File: src/rtl/cpu_types_pkg.sv
// rtl/cpu_types_pkg.sv - shared CPU memory types and arbiter state encoding
package cpu_types_pkg;
   typedef logic [31:0] word_t;

   typedef enum logic [1:0] {
      FREE   = 2'd0,
      BUSY   = 2'd1,
      ACCESS = 2'd2,
      ERROR  = 2'd3
   } ramstate_t;

   typedef enum logic [1:0] {
      IDLE = 2'd0,
      XFER = 2'd1,
      RESP = 2'd2
   } arb_state_t;

   localparam word_t ARB_ERR_WORD = 32'hBAD1BAD1;
endpackage

File: src/rtl/mem_arbiter_if.sv
// rtl/mem_arbiter_if.sv - requester and RAM-side signal bundle for mem_arbiter
interface mem_arbiter_if;
   import cpu_types_pkg::*;

   logic      iREN;
   word_t     iaddr;
   logic      dREN;
   logic      dWEN;
   word_t     daddr;
   word_t     dstore;
   logic      ihit;
   word_t     iload;
   logic      dhit;
   word_t     dload;
   logic      err;
   logic      ramREN;
   logic      ramWEN;
   word_t     ramaddr;
   word_t     ramstore;
   word_t     ramload;
   ramstate_t ramstate;

   modport master (
      input  iREN, iaddr, dREN, dWEN, daddr, dstore, ramload, ramstate,
      output ihit, iload, dhit, dload, err, ramREN, ramWEN, ramaddr, ramstore
   );

   modport slave (
      output iREN, iaddr, dREN, dWEN, daddr, dstore, ramload, ramstate,
      input  ihit, iload, dhit, dload, err, ramREN, ramWEN, ramaddr, ramstore
   );
endinterface

File: src/rtl/mem_arbiter.sv
// rtl/mem_arbiter.sv - fetch/data arbiter for one single-port RAM with starvation bound
module mem_arbiter
   import cpu_types_pkg::*;
#(
   parameter int unsigned STARVE_MAX = 4,
   parameter int unsigned TIMEOUT    = 255
)(
   input  logic          CLK,
   input  logic          nRST,
   mem_arbiter_if.master bus
);
   localparam logic [3:0] STARVE_LIM = 4'(STARVE_MAX);
   localparam logic [7:0] TO_LIM     = 8'(TIMEOUT);

   arb_state_t  state_q, state_d;
   logic        owner_q, owner_d;     // 1 = data path, 0 = fetch
   logic        wr_q, wr_d;
   word_t       addr_q, addr_d;
   word_t       store_q, store_d;
   logic [7:0]  to_cnt_q, to_cnt_d;
   logic [3:0]  starve_q, starve_d;
   logic        err_q, err_d;
   word_t       iload_q, iload_d;
   word_t       dload_q, dload_d;
   logic        grant_i, grant_d;

   always_ff @(posedge CLK) begin
      if (!nRST) begin
         state_q  <= IDLE;
         owner_q  <= 1'b0;
         wr_q     <= 1'b0;
         addr_q   <= '0;
         store_q  <= '0;
         to_cnt_q <= '0;
         starve_q <= '0;
         err_q    <= 1'b0;
         iload_q  <= '0;
         dload_q  <= '0;
      end else begin
         state_q  <= state_d;
         owner_q  <= owner_d;
         wr_q     <= wr_d;
         addr_q   <= addr_d;
         store_q  <= store_d;
         to_cnt_q <= to_cnt_d;
         starve_q <= starve_d;
         err_q    <= err_d;
         iload_q  <= iload_d;
         dload_q  <= dload_d;
      end
   end

   always_comb begin
      state_d  = state_q;
      owner_d  = owner_q;
      wr_d     = wr_q;
      addr_d   = addr_q;
      store_d  = store_q;
      to_cnt_d = to_cnt_q;
      starve_d = starve_q;
      err_d    = err_q;
      iload_d  = iload_q;
      dload_d  = dload_q;
      grant_i  = 1'b0;
      grant_d  = 1'b0;

      case (state_q)
         IDLE: begin
            // A saturated starvation count overrides data priority.
            if (bus.iREN && starve_q == STARVE_LIM) grant_i = 1'b1;
            else if (bus.dREN || bus.dWEN)         grant_d = 1'b1;
            else if (bus.iREN)                      grant_i = 1'b1;

            if (grant_d) begin
               state_d  = XFER;
               owner_d  = 1'b1;
               wr_d     = bus.dWEN;
               addr_d   = bus.daddr;
               store_d  = bus.dstore;
               to_cnt_d = '0;
               if (!bus.iREN)                  starve_d = '0;
               else if (starve_q != STARVE_LIM) starve_d = starve_q + 4'd1;
            end else if (grant_i) begin
               state_d  = XFER;
               owner_d  = 1'b0;
               wr_d     = 1'b0;
               addr_d   = bus.iaddr;
               store_d  = '0;
               to_cnt_d = '0;
               starve_d = '0;
            end
         end

         XFER: begin
            if (bus.ramstate == ACCESS) begin
               state_d = RESP;
               if (!owner_q)   iload_d = bus.ramload;
               else if (!wr_q) dload_d = bus.ramload;
            end else if (bus.ramstate == ERROR || to_cnt_q == TO_LIM) begin
               state_d = RESP;
               err_d   = 1'b1;
               if (owner_q) dload_d = ARB_ERR_WORD;
               else         iload_d = ARB_ERR_WORD;
            end else begin
               to_cnt_d = to_cnt_q + 8'd1;
            end
         end

         RESP: begin
            state_d  = IDLE;
            to_cnt_d = '0;
            err_d    = 1'b0;
         end

         default: state_d = IDLE;
      endcase
   end

   assign bus.ramREN   = (state_q == XFER) && !wr_q;
   assign bus.ramWEN   = (state_q == XFER) && wr_q;
   assign bus.ramaddr  = addr_q;
   assign bus.ramstore = store_q;
   assign bus.ihit     = (state_q == RESP) && !owner_q;
   assign bus.dhit     = (state_q == RESP) && owner_q;
   assign bus.err      = (state_q == RESP) && err_q;
   assign bus.iload    = iload_q;
   assign bus.dload    = dload_q;
endmodule

File: src/flat_wrapper.sv
// flat-port wrapper written by rule: the top's interface ports become plain ports
module mem_arbiter_flat import cpu_types_pkg::*;
#(
   parameter int unsigned STARVE_MAX = 4,
   parameter int unsigned TIMEOUT    = 255
)
  (CLK, nRST, bus_iREN, bus_iaddr, bus_dREN, bus_dWEN, bus_daddr, bus_dstore, bus_ramload, bus_ramstate, bus_ihit, bus_iload, bus_dhit, bus_dload, bus_err, bus_ramREN, bus_ramWEN, bus_ramaddr, bus_ramstore);
  mem_arbiter_if bus_i ();
  input  logic CLK;
  input  logic nRST;
  input wire logic [$bits(bus_i.iREN)-1:0] bus_iREN;
  input wire logic [$bits(bus_i.iaddr)-1:0] bus_iaddr;
  input wire logic [$bits(bus_i.dREN)-1:0] bus_dREN;
  input wire logic [$bits(bus_i.dWEN)-1:0] bus_dWEN;
  input wire logic [$bits(bus_i.daddr)-1:0] bus_daddr;
  input wire logic [$bits(bus_i.dstore)-1:0] bus_dstore;
  input wire logic [$bits(bus_i.ramload)-1:0] bus_ramload;
  input wire logic [$bits(bus_i.ramstate)-1:0] bus_ramstate;
  output wire logic [$bits(bus_i.ihit)-1:0] bus_ihit;
  output wire logic [$bits(bus_i.iload)-1:0] bus_iload;
  output wire logic [$bits(bus_i.dhit)-1:0] bus_dhit;
  output wire logic [$bits(bus_i.dload)-1:0] bus_dload;
  output wire logic [$bits(bus_i.err)-1:0] bus_err;
  output wire logic [$bits(bus_i.ramREN)-1:0] bus_ramREN;
  output wire logic [$bits(bus_i.ramWEN)-1:0] bus_ramWEN;
  output wire logic [$bits(bus_i.ramaddr)-1:0] bus_ramaddr;
  output wire logic [$bits(bus_i.ramstore)-1:0] bus_ramstore;
  assign bus_i.iREN = bus_iREN;
  assign bus_i.iaddr = bus_iaddr;
  assign bus_i.dREN = bus_dREN;
  assign bus_i.dWEN = bus_dWEN;
  assign bus_i.daddr = bus_daddr;
  assign bus_i.dstore = bus_dstore;
  assign bus_i.ramload = bus_ramload;
  assign bus_i.ramstate = bus_ramstate;
  assign bus_ihit = bus_i.ihit;
  assign bus_iload = bus_i.iload;
  assign bus_dhit = bus_i.dhit;
  assign bus_dload = bus_i.dload;
  assign bus_err = bus_i.err;
  assign bus_ramREN = bus_i.ramREN;
  assign bus_ramWEN = bus_i.ramWEN;
  assign bus_ramaddr = bus_i.ramaddr;
  assign bus_ramstore = bus_i.ramstore;
  mem_arbiter #(.STARVE_MAX(STARVE_MAX), .TIMEOUT(TIMEOUT)) u_core (.CLK(CLK), .nRST(nRST), .bus(bus_i));
endmodule
File: config.mk
export PLATFORM = sky130hd
export DESIGN_NAME = mem_arbiter_flat
export DESIGN_NICKNAME = d
export VERILOG_FILES = /design/src/rtl/cpu_types_pkg.sv /design/src/rtl/mem_arbiter_if.sv /design/src/rtl/mem_arbiter.sv /design/src/flat_wrapper.sv
export SDC_FILE = /design/constraint.sdc
export NUM_CORES = 1
export LEC_CHECK = 0
export BUFFER_PORTS_ARGS = -buffer_cell sky130_fd_sc_hd__buf_4
export CELL_PAD_IN_SITES_DETAIL_PLACEMENT = 1
export CELL_PAD_IN_SITES_GLOBAL_PLACEMENT = 1
export CORE_MARGIN = 4
export CORE_UTILIZATION = 34
export DETAILED_ROUTE_END_ITERATION = 8
export GPL_ROUTABILITY_DRIVEN = 0
export HOLD_SLACK_MARGIN = 0.03
export PLACE_DENSITY_LB_ADDON = 0.2
export SYNTH_ARGS = -nofsm -noshare
export SYNTH_HDL_FRONTEND = slang
export SYNTH_SLANG_ARGS = --single-unit
File: constraint.sdc
create_clock -name CLK -period 2.37 [get_ports CLK]
set_clock_uncertainty 0.2 [all_clocks]
set_input_delay 0.474 -clock CLK [delete_from_list [all_inputs] [get_ports CLK]]
set_output_delay 0.474 -clock CLK [all_outputs]
set_load 0.1 [all_outputs]
==> Yosys cells after proc, flatten, opt, wreduce, memory -nomap -nowiden <==
Cells that the tools add are included.
{ "classes": {"addsub": 2, "eq_ne": 14, "mux": 40, "bitwise_logic": 1, "n_reduce_logical": 22} }
{ "ops": {"columns": ["op", "n"], "rows": [
  ["two-way mux 32 bit", 13],
  ["two-way mux 8 bit", 4],
  ["case mux 8 bit (3 select lines)", 1],
  ["two-way mux 4 bit", 4],
  ["two-way mux 1 bit", 12],
  ["AND reduction 3 bit", 3],
  ["adder 8 x 1 -> 8 bit (second input constant)", 1],
  ["== test 8 bit (second input constant)", 1],
  ["two-way mux 2 bit", 4],
  ["AND reduction 4 bit", 2],
  ["== test 2 bit (second input constant)", 3],
  ["logical AND 1 bit", 6],
  ["inequality test 2 bit (second input constant)", 3],
  ["inequality test 3 x 1 -> 1 bit (second input constant)", 2],
  ["nonzero test 2 bit", 3],
  ["adder 4 x 1 -> 4 bit (second input constant)", 1],
  ["== test 4 x 3 -> 1 bit (second input constant)", 1],
  ["inequality test 4 x 3 -> 1 bit (second input constant)", 1],
  ["case mux 2 bit (2 select lines)", 1],
  ["AND reduction 2 bit", 2],
  ["inequality test 3 bit (second input constant)", 1],
  ["nonzero test 3 bit", 1],
  ["== test 2 x 1 -> 1 bit (second input constant)", 1],
  ["logical NOT 1 bit", 2],
  ["5 further kinds", 6]
]} }
{ "word_totals": {"reg_bits": 145, "in_bits": 135, "out_inout_bits": 133, "wordCells": 89} }

==> Depth between registers and ports, before layout <==
Gate-level depths: netlist of run 1.
{ "logic_depth": {"ltp_word": 7, "ltp_mapped": 9, "ltp_nobuf": 6} }

==> Least setup slack after synthesis of run 1 <==
Ideal clock, no wire load.
{ "synth_timing": {"path_kind": "register to output", "start": "register u_core.state_q[1]", "end": "output bus_ramREN", "arrival_ns": 1.936, "required_time_ns": 1.696, "slack_ns": -0.240, "stages_incl_launch_ff": 5, "n_path_buf": 0, "cell_sequence": "dfxtp_1 inv_1 ha_1 inv_1 nor2_1"} }
{ "synth_via": {"elab_chain_cells": 2} }
{ "synth_lines": {"columns": ["item", "line", "rtl"], "rows": [
  ["from (decl)", "mem_arbiter.sv:15", "arb_state_t state_q, state_d;"],
  ["from (signal assigned)", "mem_arbiter.sv:40", "state_q <= state_d;"],
  ["== test 2 x 1 -> 1 bit", "mem_arbiter.sv:119", "assign bus.ramREN = (state_q == XFER) && !wr_q;"],
  ["logical AND 1 bit", "mem_arbiter.sv:119", null],
  ["to (decl)", "flat_wrapper.sv:24", "output wire logic [$bits(bus_i.ramREN)-1:0] bus_ramREN;"]
]} }
Every way passes these cells.

==> Worst setup path in the final report of run 1 <==
{ "layout_timing": {"start": "register u_core.state_q[0]", "end": "output bus_dhit"} }
{ "layout_via": {"elab_chain_cells": 2} }
{ "layout_lines": {"columns": ["item", "line", "rtl"], "rows": [
  ["== test 2 bit", "mem_arbiter.sv:124", "assign bus.dhit = (state_q == RESP) && owner_q;"],
  ["logical AND 1 bit", "mem_arbiter.sv:124", null],
  ["to (decl)", "flat_wrapper.sv:21", "output wire logic [$bits(bus_i.dhit)-1:0] bus_dhit;"]
]} }
Every way passes these cells.

==> impl.org, run 1 <==
** GRT
- Number of antenna violations at the first check in global routing :: 0
- The first global-routing pass estimated 31600 microns of wire.
- For this run the aggregate overflow at the end of global routing stands at 0.
- Maximum number of pins on one net before global-route repair :: 76
- Overall fraction of global-route tracks in use :: 0.198
- Vias in the first global route :: 6010

** Yosys
- Area share of the largest cell type after synthesis :: 0.496
- Number of storage elements in the synthesis netlist :: 145
- Counting every net in the synthesized netlist gives 768.
- Area contributors post-synth :: sky130_fd_sc_hd__dfxtp_1 50%, sky130_fd_sc_hd__mux2i_1 11%, sky130_fd_sc_hd__nand2_1 7.0%
- In the synthesized netlist the async set-or-reset flop fraction comes to 0.
- Post-synthesis instance area :: 5850 sq um
- Number of instances in the synthesized netlist :: 626
- Number of flops mapped to enable cells by yosys :: 0
- Of the synthesized area, sequential elements account for 0.496.
- Synth Warn # :: 0
- Post-synth top flop :: sky130_fd_sc_hd__dfxtp_1
- Mean Syn Cell Area :: 9.34 sq um
- In this run, distinct cell masters in the synthesized netlist total 48.
- Library cell occupying the most area in the post-synthesis netlist :: sky130_fd_sc_hd__dfxtp_1

** Clocking
- Number of clock sinks seen by CTS :: 145
- The tree is rooted in a sky130_fd_sc_hd__clkbuf_16.
- Clock-pin slew was measured on the worst setup and hold paths at 0.06 ns.
- Counting the buffers created by CTS gives 17.
- At the later pin of the worst-skew pair, clock insertion delay measures 0.41 ns.
- The H-tree generated during clock tree synthesis spans 4 levels.
- The number of setup buffers added after CTS is 0.
- TritonCTS built the clock tree.
- Deepest clock path buffer count :: 2

** Power and ir drop
- Worst IR Drop VDD :: 0.454 mV
- Power spread over the standard cell area amounts to 947 nW/um^2.
- Summed over all cells, the static leakage comes to 3.71 nW.

** Critical path
- Crit path arrival time :: 1.58 ns
- Traced cell by cell, the critical path runs through inv_1 > ha_1 > and2_1 > buf_4.
- The number of cells on the worst reg-to-reg path is 6.
- The endpoint identified for the worst register-to-register timing path is u_core.to_cnt_q[5]$_SDFFE_PN0P_.
- Slowest cell on crit path :: sky130_fd_sc_hd__dfxtp_1
- Kind of cell adding the most delay to the critical path :: flip-flops
- Together, buffers and inverters on the worst path number 2.
- The worst setup path is launched from a register.
- Data on the critical path is required at its endpoint by 1.70 ns.
- Register-to-Register Setup Slack :: 0.17 ns
- Launching point of the worst reg2reg path :: u_core.state_q[0]$_SDFFE_PN0P_
- STA classifies the critical path endpoint as an output port.
- Maximum net fanout on the critical path :: 4
- The largest single stage delay on the critical path is 0.40 ns.
- The worst setup path is of the reg2out kind.

** Floorplanning
- The floorplan step set the die height to 139 microns.
- The die is 139 microns wide.
- The core region is 16700 sq um.
- Die area :: 19400 sq um
- For this configuration, the core starts out at a cell density of 0.350.
- The floorplan has 47 rows.
- 268 I/O pins were placed.

** Placed design
- Port Buf Inserts :: 267
- At the placement stage, the worst setup path has a slack of 0.149 ns.
- Detailed placement finished with a half-perimeter wire length of 14400 microns.
- Placed insts :: 1076

** Drt
- For this run, design rule violations remaining after detail routing come to 0.
- Drt wl/cell :: 17.9 microns
- The final layout contains routed wiring with a total length of 19800 microns.
- Dividing the detail-routed via count by the number of cells gives 5.07.
- The detailed router finished its first iteration with 209 violations.
- Number of nets with antenna violations after routing :: 0
- Number of iterations in the first detailed-routing pass :: 4
- The routed layout has 5616 vias.

** STA
- Share of the clock period used by the worst path after layout :: 0.951
- Hold is met by 0.0797 ns.
- The max-slew violation total from the final report is 0.
- Number of failing hold endpoints at the final stage :: 0
- Final setup violation count :: 0
- Setup repair after global routing left no endpoint under its margin.
- The smallest clock period supported by the final layout is computed as 2.25 ns.
- Total Negative Setup Slacks :: 0 ns
- The worst pin sits at a relative slew slack of 0.574.
- Achievable clock frequency :: 0.444 GHz
- In the post-route analysis, the smallest setup slack over all paths is 0.117 ns.
- At the pin with the least slew margin, the transition time is 0.623 ns.

** Min path
- Cells on Worst Hold Path :: 2
- The tightest min-delay check is of the in2reg type.
- The worst hold path terminates at u_core.bus.ramstore[5]$_SDFFE_PN0P_.
- HP Start :: bus_dstore[5]

** Outcome
- The run finished with clean final reports.

** Cells and area
- Final net count :: 1017
- Area added between synthesis and finish :: 47.9%
- Non-filler instance count after layout :: 1107
- Utilization after layout :: 0.518
- Number of inserted diodes :: 0
- Share of post-route cells with drive strength above 1 :: 0.363

** Flow run
- Count of max-cap constraint violations :: 0
==> layout by cell type, fill, tap and decap left out, drive strengths merged, types with 2 or more instances in the layout <==
cell type  synthesis  layout
a21oi             72      72
a22o              34      34
a22oi              2       2
and2               6       6
and3               2       2
and4               3       3
buf               17     279
bufinv             0       2
clkbuf            32      23
clkinv             0       4
dfxtp            145     145
ha                 7       7
inv                6       8
mux2i             66      66
nand2            109     109
nand2b             4       4
nand3             20      20
nand4              2       2
nand4b             5       5
nor2              12      12
nor2b              2       2
nor3b              3       3
nor4b              2       2
o211ai             3       3
o21a               3       3
o21ai             52      52
o221a              2       2
o22ai              2       2
or2                2       2
==> metal layers <==
metal	share of wire	global-route usage	wire length, microns	vias up
li1	-	-	-	2705
met1	0.39	0.218	7710	2727
met2	0.52	0.359	10300	163
met3	0.074	0.0772	1460	21
met4	0.015	0.0458	299	0
met5	0	0	0	-
==> through the flow <==
step / area [sq um] / power, W
after floorplan: 5850 / 0.00485
after global placement: 8040 / 0.00551
after detailed placement: 8040 / 0.00556
after CTS: 8640 / 0.00827
after global routing: 8650 / 0.00853
final: 8650 / 0.00819
==> power breakdown <==
group | internal (W) | total, W | leakage (nW) | switching [W]
logic | 0.000667 | 0.00272 | 2.23 | 0.00206
clock network | 0.00166 | 0.00268 | 0.294 | 0.00102
registers | 0.00266 | 0.00279 | 1.19 | 0.000132
==> layout make-up <==
type                            instances  area (sq um)
Inverter                                6          22.5
Clock buffer                           23           488
Clock inverter                          8           101
Timing Repair Buffer                  279          2160
Fill cell                            1939          8050
Sequential cell                       145          2900
Multi-Input combinational cell        426          2700
Tap cell                              220           275
==> worst reg2reg max path, cell delays in order (launching register included) <==
cell	delay, ns
sky130_fd_sc_hd__dfxtp_1	0.35
sky130_fd_sc_hd__inv_1	0.12
sky130_fd_sc_hd__ha_1	0.34
sky130_fd_sc_hd__nor4b_4	0.45
sky130_fd_sc_hd__nor2_1	0.17
sky130_fd_sc_hd__and4_1	0.21
sky130_fd_sc_hd__nor4b_1	0.28
==> state kept, by name, indices dropped and copies added, names as in the netlist <==
signal	cells
u_core.to_cnt_q	8
u_core.owner_q	1
u_core.err_q	1
u_core.starve_q	4
u_core.bus.ramstore	32
u_core.state_q	2
u_core.bus.iload	32
u_core.bus.dload	32
u_core.wr_q	1
u_core.bus.ramaddr	32
==> worst max-delay path by stage <==
| stage | start | cells past startpoint | slack [ns] | to |
|---|---|---|---|---|
| final | u_core.state_q[0]$_SDFFE_PN0P_ | 4 | 0.12 | bus_dhit |
| after global routing | u_core.to_cnt_q[0]$_SDFFE_PN0P_ | 6 | 0.002 | u_core.bus.dload[18]$_SDFFE_PN0P_ |
| after CTS | u_core.state_q[1]$_SDFFE_PN0P_ | 5 | 0.05 | bus_ramREN |
| after detailed placement | bus_dWEN | 5 | 0.15 | u_core.bus.ramstore[17]$_SDFFE_PN0P_ |
| after global placement | bus_dWEN | 5 | 0.22 | u_core.bus.ramstore[1]$_SDFFE_PN0P_ |
| after floorplan | u_core.state_q[1]$_SDFFE_PN0P_ | 4 | 0.04 | bus_ramWEN |
==> synth_stat cells, types with 2 or more instances <==
cell,number
sky130_fd_sc_hd__dfxtp_1,145
sky130_fd_sc_hd__nand2_1,109
sky130_fd_sc_hd__a21oi_1,71
sky130_fd_sc_hd__mux2i_1,66
sky130_fd_sc_hd__o21ai_0,51
sky130_fd_sc_hd__a22o_1,34
sky130_fd_sc_hd__clkbuf_1,32
sky130_fd_sc_hd__nand3_1,20
sky130_fd_sc_hd__nor2_1,11
sky130_fd_sc_hd__ha_1,7
sky130_fd_sc_hd__buf_4,6
sky130_fd_sc_hd__inv_1,6
sky130_fd_sc_hd__and2_1,5
sky130_fd_sc_hd__buf_2,5
sky130_fd_sc_hd__buf_6,5
sky130_fd_sc_hd__nand4b_1,5
sky130_fd_sc_hd__nand2b_1,4
sky130_fd_sc_hd__and4_1,3
sky130_fd_sc_hd__nor3b_1,3
sky130_fd_sc_hd__o211ai_1,3
sky130_fd_sc_hd__o21a_1,3
sky130_fd_sc_hd__a22oi_1,2
sky130_fd_sc_hd__nand4_1,2
sky130_fd_sc_hd__nor2b_1,2
sky130_fd_sc_hd__o221a_2,2
sky130_fd_sc_hd__o22ai_1,2
==> cells by family after synthesis <==
logic type	after synthesis	synth area share
simple gates	177	0.144
mux	66	0.113
fa+ha+maj	7	0.0150
flops	145	0.496
buf+inv	55	0.0466
compound gates	176	0.185
==> what timing repair did <==
item	in CTS	in global routing
hold buffers	0	0
cloned	0	0
gates resized for setup	2	2
setup endpoints to repair	1	1
No activity file was read; power rests on OpenSTA's default activity.
==> run 2: changes to the inputs <==
--- a/config.mk
+++ b/config.mk
@@ -14,6 +14,7 @@
 export GPL_ROUTABILITY_DRIVEN = 0
 export HOLD_SLACK_MARGIN = 0.03
 export PLACE_DENSITY_LB_ADDON = 0.2
+export SETUP_SLACK_MARGIN = 0.3
 export SYNTH_ARGS = -nofsm -noshare
 export SYNTH_HDL_FRONTEND = slang
 export SYNTH_SLANG_ARGS = --single-unit
==> impl.org, run 2 (synthesized netlist as in run 1, its figures left out) <==
** Drt
- Post-detailed-route via-to-cell ratio :: 5.12 (+0.84%)
- The number of detailed-routing iterations run before antenna repair was 5 (+1).
- Drt wl/cell :: 18.8 microns (+5.4%)
- Number of nets with antenna violations after routing :: 0 (unchanged)
- The total number of vias is 5745 (+2.3%).
- The initial DRC count came to 259 (+24%).
- Final wirelength :: 21200 microns (+6.9%)
- The remaining design rule violation count was 0 (unchanged).

** Placed design
- Area of placed instances :: 8080 sq um (+0.48%)
- HPWL after detailed placement :: 14900 microns (+3.7%)
- Placed insts :: 1077 (+0.093%)
- Port Buf Inserts :: 267 (unchanged)

** Clocking
- The buffer depth of the longest clock path came to 2 (unchanged).
- H-tree lvl count :: 4 (unchanged)
- Clock tree from TritonCTS :: built
- Register clock-pin slew on the reported worst setup and hold paths :: 0.06 ns (about the same)
- Cts bufs inserted :: 17 (unchanged)
- The number of sinks handled by clock tree synthesis was 145 (unchanged).
- The insertion delay of the later-clocked pin in the worst-skew pair is 0.42 ns (about the same).
- Root Buffer :: sky130_fd_sc_hd__clkbuf_16

** Critical path
- The signal on the critical path passes through inv_4 > ha_4 > clkinvlp_4 > nor2_4 > buf_12.
- STA classifies the critical path startpoint as a register.
- The worst register-to-register path begins at u_core.state_q[0]$_SDFFE_PN0P_.
- Slowest cell on crit path :: sky130_fd_sc_hd__dfxtp_4
- The arrival time of data at the critical path endpoint was 1.42 ns (-0.16 ns).
- Required time of the critical path :: 1.70 ns (about the same)
- The peak per-stage delay on the critical path came to 0.36 ns (-0.04 ns).
- The critical path is of the reg2out type.
- STA classifies the critical path endpoint as an output port.
- Register-to-Register Setup Slack :: 0.41 ns (+0.24 ns)
- Maximum net fanout on the critical path :: 4 (unchanged)
- The endpoint identified for the worst register-to-register timing path is u_core.to_cnt_q[3]$_SDFFE_PN0P_.
- Depth of the worst register-to-register path :: 6 (unchanged)

** Floorplanning
- Die area :: 19400 sq um (unchanged)
- The chip width is 139 microns (unchanged).
- Starting density of the core :: 0.350 (unchanged)
- Boundary Pins :: 268 (unchanged)
- Floorplan core area :: 16700 sq um (unchanged)
- The die height was 139 microns (unchanged).
- Std cell rows :: 47 (unchanged)

** Min path
- The worst hold path belongs to the class in2reg.
- HP Start :: bus_dstore[27]
- Hold Path Sink :: u_core.bus.ramstore[27]$_SDFFE_PN0P_
- The number of stages on the worst hold path came to 2 (unchanged).

** GRT
- Number of antenna violations at the first check in global routing :: 0 (unchanged)
- Vias in the first global route :: 6427 (+6.9%)
- The wire length of the first global-routing pass was 34000 microns (+7.6%).
- The largest net degree at the start of global routing came to 75 (-1.3%).
- Remaining global-route overflow :: 0 (unchanged)
- Overall fraction of global-route tracks in use :: 0.217 (+0.0186)

** Cells and area
- Utilization after layout :: 0.538 (+0.0200)
- The post-layout net count is 1032 (+1.5%).
- The layout cell share with drive strength beyond 1 came to 0.394 (+0.0312).
- Final design area excluding fillers :: 8990 sq um (+3.9%)
- The library cell used most frequently in the layout, excluding fill and tap cells, is sky130_fd_sc_hd__buf_4.
- The number of filler instances in the final layout is 1924 (-0.77%).
- Non-filler instance count after layout :: 1123 (+1.4%)
- The area growth from synthesis to layout is 53.6%.
- Leaving out fill and tap cells, the most frequent cells in the layout are 279 x sky130_fd_sc_hd__buf_4, 140 x sky130_fd_sc_hd__dfxtp_1, 109 x sky130_fd_sc_hd__nand2_1, 71 x sky130_fd_sc_hd__a21oi_1, 66 x sky130_fd_sc_hd__mux2i_1.
- The number of inserted diodes came to 0 (unchanged).

** STA
- The final cycle utilization of the critical path is 0.883 (-0.0681).
- The max-slew violation total from the final report came to 0 (unchanged).
- Setup repair after global routing missed its margin :: yes
- Achievable clock frequency :: 0.478 GHz (+7.7%)
- Pin slew with the least headroom to its limit :: 0.596 ns (-0.0272 ns)
- The final critical-path required period came to 2.09 ns (-0.161 ns).
- Total Negative Setup Slacks :: 0 ns (unchanged)
- The setup-violating endpoint count in the final report came to 0 (unchanged).
- The remaining max-slew budget at the tightest pin is 0.592 (+0.0186).
- Number of failing hold endpoints at the final stage :: 0 (unchanged)

** Power and ir drop
- Lkg Pwr :: 3.82 nW (+3.0%)
- The peak supply drop came to 0.533 mV (+17%).
- Power density over the cells :: 949 nW/um^2 (+0.18%)

** Flow run
- The count of maximum capacitance violations came to 0 (unchanged).

** Outcome
- Result of the run :: complete, no violations
[run 2: cell count changes in the layout (fill, tap and decap cells not counted), sizes merged]
cell      delta
buf         +13
clkbuf       -6
clkinvlp     +4
bufinv       +2
and2         +1
and3         +1
inv          +1
[run 2: layer usage]
metal  global-route usage  vias to the layer above  wire length (microns)
li1                     -                     2733                      -
met1                0.241                     2784                   8330
met2                0.377                      193                  10700
met3               0.0859                       35                   1680
met4               0.0742                        0                    476
met5                    0                        -                      0
[run 2: layout make-up]
class                           count  area (sq um)  share of cell area
Clock buffer                       17           425              0.0473
Sequential cell                   145          2920               0.325
Inverter                            6          31.3             0.00348
Clock inverter                     15           205              0.0228
Multi-Input combinational cell    428          2770               0.308
Timing Repair Buffer              292          2360               0.263
Tap cell                          220           275              0.0306
[run 2: critical path, delay by kind of cell (launching register included)]
kind	cells	cell delay, ns
buffers and inverters	3	0.35
adder cells (fa/ha/maj)	1	0.16
flip-flops	1	0.36
AND/OR/NAND/NOR	1	0.12
[run 2: worst max path at each step]
stage               slack (ns)                                   end                           start
finish                    0.28                            bus_ramREN  u_core.state_q[1]$_SDFFE_PN0P_
global route              0.21                            bus_ramREN  u_core.state_q[1]$_SDFFE_PN0P_
CTS                       0.25                            bus_ramREN  u_core.state_q[1]$_SDFFE_PN0P_
detailed placement        0.16  u_core.bus.ramstore[31]$_SDFFE_PN0P_                        bus_dWEN
global placement          0.23  u_core.bus.ramstore[26]$_SDFFE_PN0P_                        bus_dWEN
floorplan                 0.22                            bus_ramREN  u_core.state_q[1]$_SDFFE_PN0P_
[run 2: repair_timing]
item	4_1_cts	5_1_grt
pin swaps	4	3
endpoints found under the setup margin	95	50
hold buffers	0	0
buffers inserted	8	3
resized for setup	36	7
cloned	3	0
endpoints found under the hold margin	0	0
[run 2: report_power, final]
group	leakage [nW]	switching, W	total, W	internal [W]
sequential	1.19	0.000140	0.00280	0.00266
clock	0.301	0.00112	0.00289	0.00177
combinational	2.33	0.00210	0.00283	0.000735
total	3.82	0.00336	0.00853	0.00517
[run 2: stage by stage]
step	power (W)	setup WS [ns]	hold WS [ns]
5_1_grt	0.00886	0.208	0.0467
3_3_place_gp	0.00554	0.235	0.240
6_report	0.00853	0.278	0.0640
2_1_floorplan	0.00485	0.222	0.230
4_1_cts	0.00858	0.253	0.0519
3_5_place_dp	0.00559	0.163	0.250
